===== src/rtl/seg7_digit_monitor.sv =====
// Decodes synchronised 7-segment lines back to BCD, filters glitches, flags illegal codes and broken 0..9 sequences.
// Latency: accept pulse STABLE_CYCLES+2 edges after the first sampling edge; no backpressure (free-running monitor).
module seg7_digit_monitor #(
  parameter int STABLE_CYCLES = 4,
  parameter bit ACTIVE_LOW    = 1'b1,
  parameter int ERR_W         = 8
) (
  input  logic             clk,
  input  logic             rst,
  input  logic [6:0]       seg_in,
  input  logic             err_clr,
  output logic [3:0]       digit,
  output logic             digit_valid,
  output logic             invalid_pat,
  output logic             seq_err,
  output logic             locked,
  output logic [ERR_W-1:0] err_count
);

  localparam logic [6:0] BLANK     = 7'h7F;
  localparam logic [6:0] RAW_BLANK = ACTIVE_LOW ? 7'h7F : 7'h00;
  localparam int         CW        = $clog2(STABLE_CYCLES + 1);
  localparam logic [CW-1:0] CNT_MAX = CW'(STABLE_CYCLES);

  typedef enum logic {UNLOCK, LOCK} state_t;

  state_t           state, state_nxt;
  logic [6:0]       sync1, sync2;
  logic [6:0]       pat;
  logic [6:0]       cand, last_acc;
  logic [CW-1:0]    cnt, cnt_nxt;
  logic             accept;
  logic             pat_legal;
  logic [3:0]       pat_digit;
  logic [3:0]       digit_succ;
  logic [3:0]       digit_nxt;
  logic             dv_nxt, inv_nxt, seq_nxt, err_inc;

  // Decode an active-low {a..g} pattern: bit4 = legal digit, bits3:0 = value.
  function automatic logic [4:0] decode(input logic [6:0] p);
    logic [4:0] r;
    r = 5'b0_0000;
    case (p)
      7'b0000001: r = {1'b1, 4'd0};
      7'b1001111: r = {1'b1, 4'd1};
      7'b0010010: r = {1'b1, 4'd2};
      7'b0000110: r = {1'b1, 4'd3};
      7'b1001100: r = {1'b1, 4'd4};
      7'b0100100: r = {1'b1, 4'd5};
      7'b0100000: r = {1'b1, 4'd6};
      7'b0001111: r = {1'b1, 4'd7};
      7'b0000000: r = {1'b1, 4'd8};
      7'b0000100: r = {1'b1, 4'd9};
      default:    r = 5'b0_0000;
    endcase
    return r;
  endfunction

  always_ff @(posedge clk) begin
    if (rst) begin
      sync1 <= RAW_BLANK;
      sync2 <= RAW_BLANK;
    end else begin
      sync1 <= seg_in;
      sync2 <= sync1;
    end
  end

  assign pat = ACTIVE_LOW ? sync2 : ~sync2;

  // Count of consecutive filter edges on which pat has matched the candidate.
  always_comb begin
    cnt_nxt = cnt;
    if (pat != cand) begin
      cnt_nxt = CW'(1);
    end else if (cnt != CNT_MAX) begin
      cnt_nxt = cnt + 1'b1;
    end
  end

  // Accepting updates last_acc, so a held pattern fires only once.
  assign accept = (cnt_nxt == CNT_MAX) && (pat != last_acc);

  always_ff @(posedge clk) begin
    if (rst) begin
      cand     <= BLANK;
      cnt      <= '0;
      last_acc <= BLANK;
    end else begin
      cand <= pat;
      cnt  <= cnt_nxt;
      if (accept) begin
        last_acc <= pat;
      end
    end
  end

  assign {pat_legal, pat_digit} = decode(pat);
  assign digit_succ = (digit == 4'd9) ? 4'd0 : digit + 4'd1;

  always_comb begin
    state_nxt = state;
    digit_nxt = digit;
    dv_nxt    = 1'b0;
    inv_nxt   = 1'b0;
    seq_nxt   = 1'b0;
    err_inc   = 1'b0;
    if (accept) begin
      if (pat == BLANK) begin
        state_nxt = UNLOCK;
      end else if (!pat_legal) begin
        inv_nxt   = 1'b1;
        err_inc   = 1'b1;
        state_nxt = UNLOCK;
      end else begin
        dv_nxt    = 1'b1;
        digit_nxt = pat_digit;
        state_nxt = LOCK;
        if (state == LOCK && pat_digit != digit_succ) begin
          seq_nxt = 1'b1;
          err_inc = 1'b1;
        end
      end
    end
  end

  always_ff @(posedge clk) begin
    if (rst) begin
      state       <= UNLOCK;
      digit       <= 4'd0;
      digit_valid <= 1'b0;
      invalid_pat <= 1'b0;
      seq_err     <= 1'b0;
    end else begin
      state       <= state_nxt;
      digit       <= digit_nxt;
      digit_valid <= dv_nxt;
      invalid_pat <= inv_nxt;
      seq_err     <= seq_nxt;
    end
  end

  // Clear beats a same-cycle increment; the count sticks at all-ones.
  always_ff @(posedge clk) begin
    if (rst) begin
      err_count <= '0;
    end else if (err_clr) begin
      err_count <= '0;
    end else if (err_inc && (err_count != {ERR_W{1'b1}})) begin
      err_count <= err_count + 1'b1;
    end
  end

  assign locked = (state == LOCK);

endmodule

===== config.mk =====
export PLATFORM = sky130hd
export DESIGN_NAME = seg7_digit_monitor
export DESIGN_NICKNAME = d
export VERILOG_FILES = /design/src/rtl/seg7_digit_monitor.sv
export SDC_FILE = /design/constraint.sdc
export NUM_CORES = 1
export LEC_CHECK = 0
export BUFFER_PORTS_ARGS = -buffer_cell sky130_fd_sc_hd__buf_2
export CORE_MARGIN = 2
export CORE_UTILIZATION = 45
export DETAILED_ROUTE_END_ITERATION = 6
export SYNTH_ARGS = -nofsm -noshare
export SYNTH_HDL_FRONTEND = slang
export SYNTH_SLANG_ARGS = --single-unit

===== constraint.sdc =====
create_clock -name clk -period 2.9 [get_ports clk]
set_clock_uncertainty 0.2 [all_clocks]
set_input_delay 0.145 -clock clk [delete_from_list [all_inputs] [get_ports clk]]
set_output_delay 0.145 -clock clk [all_outputs]
set_load 0.005 [all_outputs]

# == Word level (Yosys, flattened, before mapping) ==
# Cells that the tools add are included.
# totals
reg_bits,47
latchBits,0
ramBits,0
rom_bits,0
input_bits,10
out_inout_bits,16
memories,0
# classes
add_sub_neg,3
mul,0
div,0
n_lt_le_gt_ge,0
n_eq_ne,17
n_shift,0
n_mux,11
bitwise,3
reduce_logical,9
# ops
cell,count
5-bit one-hot mux with 10 select lines,1
"7-bit == test, second input constant",3
"7-bit by 3-bit == test with 1-bit output, second input constant",2
"7-bit by 6-bit == test with 1-bit output, second input constant",2
7-bit inequality test,2
"8-bit by 1-bit adder with 8-bit output, second input constant",1
"8-bit inequality test, second input constant",1
"7-bit by 1-bit == test with 1-bit output, second input constant",1
"7-bit by 4-bit == test with 1-bit output, second input constant",1
"7-bit by 5-bit == test with 1-bit output, second input constant",1
7-bit logical NOT,1
1-bit two-way mux,7
3-bit two-way mux,2
"4-bit by 1-bit adder with 4-bit output, second input constant",1
"4-bit == test, second input constant",1
4-bit two-way mux,1
4-bit inequality test,1
2-bit OR reduction,2
4-bit OR reduction,1
"3-bit by 1-bit adder with 3-bit output, second input constant",1
"3-bit == test, second input constant",1
1-bit logical AND,3
"3-bit inequality test, second input constant",1
1-bit inverter,3
other kinds (2),2

# == Logic depth before layout (Yosys ltp) ==
# logic_depth
depth_word,9
depth_mapped,10

# == Worst setup path after synthesis ==
# No wires, ideal clock.
# synth_timing
kind,reg2reg
start,"register sync2[1], in the netlist pat[1]"
end,register err_count[5]
setup_time_ns,0.070
t_arrival_ns,2.290
path_slack_ns,0.340
stages_incl_launch_ff,9
n_path_buf,1
period_less_slack_ns,2.560
cell_sequence,dfxtp_1 buf_6 or4b_1 a211o_1 and2_4 a31oi_4 a211oi_2 or4_1 a21oi_1
# synth_via
elab_chain_cells,9
elab_cells_between_ends,24
# synth_lines
item,line,rtl
from (decl),28,"logic [6:0] sync1, sync2;"
from (signal assigned),65,sync2 <= sync1;
"7-bit by 3-bit == test with 1-bit output, or another cell as far along",43,case (p)
5-bit one-hot mux with 10 select lines,43,
4-bit inequality test,119,if (state == LOCK && pat_digit != digit_succ) begin
1-bit logical AND,119,
1-bit two-way mux,119,
1-bit two-way mux,111,end else if (!pat_legal) begin
1-bit two-way mux,109,if (pat == BLANK) begin
1-bit two-way mux *,108,if (accept) begin
1-bit logical AND *,149,end else if (err_inc && (err_count != {ERR_W{1'b1}})) begin
to (signal assigned),150,err_count <= err_count + 1'b1;
to (decl),17,output logic [ERR_W-1:0] err_count
# Mark *: on every way between the ends. The rest lies on a longest branch, timed or not.
# A chain may end at the register's enable or synchronous reset.

# == Worst setup path after layout ==
# layout_timing
start,"register sync2[0], in the netlist pat[0]"
end,register err_count[4]
# The elaborated chain is that of the path after synthesis.

==> flow_summary.json <==
{
  "yosysMostFrequentCell": "dfxtp_1",
  "cts_root_buf": "clkbuf_8",
  "clkSlewWorstSetupHoldPaths_ns": 0.09,
  "yosysUniqueCellTypes": 54,
  "synthTopCellsByCount": "dfxtp_1 (47), or2_2 (23), nand2_1 (14)",
  "async_flop_share_pct": 0,
  "diodes": 0,
  "die_area_mm2": 0.005701,
  "cp_num_cells": 8,
  "drive_gt1_share_pct": 28.27,
  "clock_path_buffers": 2,
  "clock_sinks": 47,
  "die_w_um": 75.51,
  "cp_top_family": "simple AND/OR/NAND/NOR gates",
  "relSlewSlack_pct": 55.23,
  "r2r_cells": 8,
  "synth_area_mm2": 0.002301,
  "netlist.top_cell.by_area": "dfxtp_1",
  "slowest_stage": "or4b_1",
  "start_kind": "flop",
  "synth_area_leaders": "dfxtp_1 (41%), or2_2 (6.3%), xnor2_1 (4.9%)",
  "antenna_left": 0,
  "crit_fanout": 14,
  "ys.flop_type": "dfxtp_1",
  "p_total_mw": 1.159,
  "rsz0062_at_grt": "no",
  "tns_ns": 0,
  "arrival_ns": 2.78,
  "irDropWorstVdd_uv": 255.0,
  "postPlaceCellArea_mm2": 0.002477,
  "critPathBufInv": 1,
  "rows": 26,
  "cts_setup_buffers": 0,
  "num_vias": 1813,
  "slowest_delay_ns": 0.54,
  "viasPerCell": 5.136,
  "synth_top_area_share_pct": 40.89,
  "grt_pass1_wl_um": 7113,
  "synthesis.nets": 258,
  "cts.repair.resized": 0,
  "floorplan.initialDensity_pct": 45.93,
  "dp_slack_ns": 0.1830,
  "fin_crit_sh_pct": 94.75,
  "worstPathRequired_ns": 2.93,
  "ys_warn_count": 0,
  "seq_area_frac_synth_pct": 40.89,
  "finalCriticalPeriod_ns": 2.748,
  "syn_avg_cell_area_um2": 9.392,
  "nets": 295,
  "ys_ff_latch": 47,
  "layout_setup_ws_ns": 0.1523,
  "grt_max_degree": 34,
  "drv_cap": 0,
  "status": "complete, no violations",
  "grt.overflow.total": 0,
  "wirelength_um": 4392,
  "holdBufCountCts": 8,
  "cts_max_level": 2,
  "hold_path.class": "input port to flop",
  "first_pass_iters": 4,
  "syn_inst": 245,
  "synth_edf_count": 0,
  "pin_count": 26,
  "antenna_found_initial": 0,
  "die_h_um": 75.51,
  "clock.fmax_ghz": 0.3639,
  "dp_hpwl_um": 3164,
  "insertion_delay_ns": 0.30,
  "p_per_area_mw_per_mm2": 438.3,
  "routedWlPerCell_um": 12.44,
  "critical_path.cell_chain": "or4b_1 -> a211o_1 -> and2_4 -> a31oi_4 -> a211oi_2 -> buf_4 -> or4_1 -> a21oi_1",
  "fin_area_mm2": 0.002645,
  "setup_viol_count_final": 0,
  "area_growth_pct": 14.95,
  "grtUsageTotal_pct": 16.26,
  "hold_viol_final": 0,
  "finalMaxSlewViolations": 0,
  "fillers": 499,
  "tightest_slew_ns": 0.6645,
  "gp_congestion": 0.7566,
  "grt_pass1_vias": 1574,
  "core_mm2": 0.005010,
  "numCtsBuffers": 5,
  "post-route-util_pct": 52.80,
  "drtIter0Drc": 63,
  "worst_setup_path_end_kind": "flop",
  "drc_errors": 0,
  "crit_type": "flop to flop",
  "portBuffers": 25,
  "cts_tree": "done",
  "p_leak_nw": 0.9786,
  "min_path_cells": 2
}
## cells in the final DEF (no fill, tap or decap), drive strengths merged, types with 4 or more instances in the layout
| cell | instances |
|---|---|
| o21ai | 9 |
| nor2 | 10 |
| mux2i | 9 |
| a21oi | 10 |
| or4 | 5 |
| nor3 | 9 |
| dlygate4sd3 | 8 |
| or2 | 23 |
| or3 | 6 |
| nand3 | 9 |
| buf | 37 |
| xor2 | 6 |
| inv | 7 |
| nand4 | 4 |
| dfxtp | 47 |
| clkbuf | 5 |
| xnor2 | 13 |
| o31ai | 4 |
| nand2 | 14 |
## state kept, by name (all words and copies together) (netlist names)
name / cells
err_count: 8
cand: 7
last_acc: 7
pat: 7
sync1: 7
digit: 4
cnt: 3
digit_valid: 1
invalid_pat: 1
locked: 1
seq_err: 1
## worst register-to-register path, stage by stage, from the launching register on
cell and delay (ns):
dfxtp_1 0.35, or4b_1 0.54, a211o_1 0.33, and2_4 0.17, a31oi_4 0.19, a211oi_2 0.07
buf_4 0.19, or4_1 0.50, a21oi_1 0.15
## worst paths after layout
path,from,endpoint,slack [ns]
worst max-delay path,pat[0],err_count[4],0.15
worst min register to register,sync1[6],pat[6],0.21
worst min-delay path,rst,digit[2],0.09
worst max register to register,pat[0],err_count[4],0.15
## area by class of cell
class                      count  area (um2)  share of cell area, %
sequential                    47       940.9                  35.57
inverter                       6       22.52                 0.8515
multi-input combinational    177        1211                  45.79
tap                           70       87.58                  3.311
clock inverter                 3       18.77                 0.7096
timing repair buffer          45       295.3                  11.16
clock buffer                   5       68.82                  2.602
## kinds of logic after synthesis
kind of cell	Yosys count	share of synthesized area (%)
XOR/XNOR	19	7.232
flip-flops	47	40.89
multiplexers	9	3.915
AND/OR/NAND/NOR	106	27.30
adder cells (fa/ha/maj)	3	1.631
AO/OA/AOI/OAI	40	12.56
buffers and inverters	21	6.471
## stage by stage
step	hold slack [ns]	instances
floorplan	0.03691	245
global placement	0.1290	337
detailed placement	0.1295	337
CTS	0.09908	353
global route	0.1352	353
finish	0.08991	353
## power by group
group          switching (mW)  internal (mW)  total [mW]
logic                  0.0442         0.0480      0.0923
registers             0.00996          0.659       0.669
clock network           0.228          0.170       0.398
total                   0.282          0.877        1.16
## layer usage
metal	GRT usage (%)	vias up	share of wire, %
met5	0	-	0
met2	27.34	27	46
met1	20.50	842	49
met3	4.365	6	3.2
li1	-	938	-
met4	4.678	0	1.2
(Power assumes the default switching activity.)
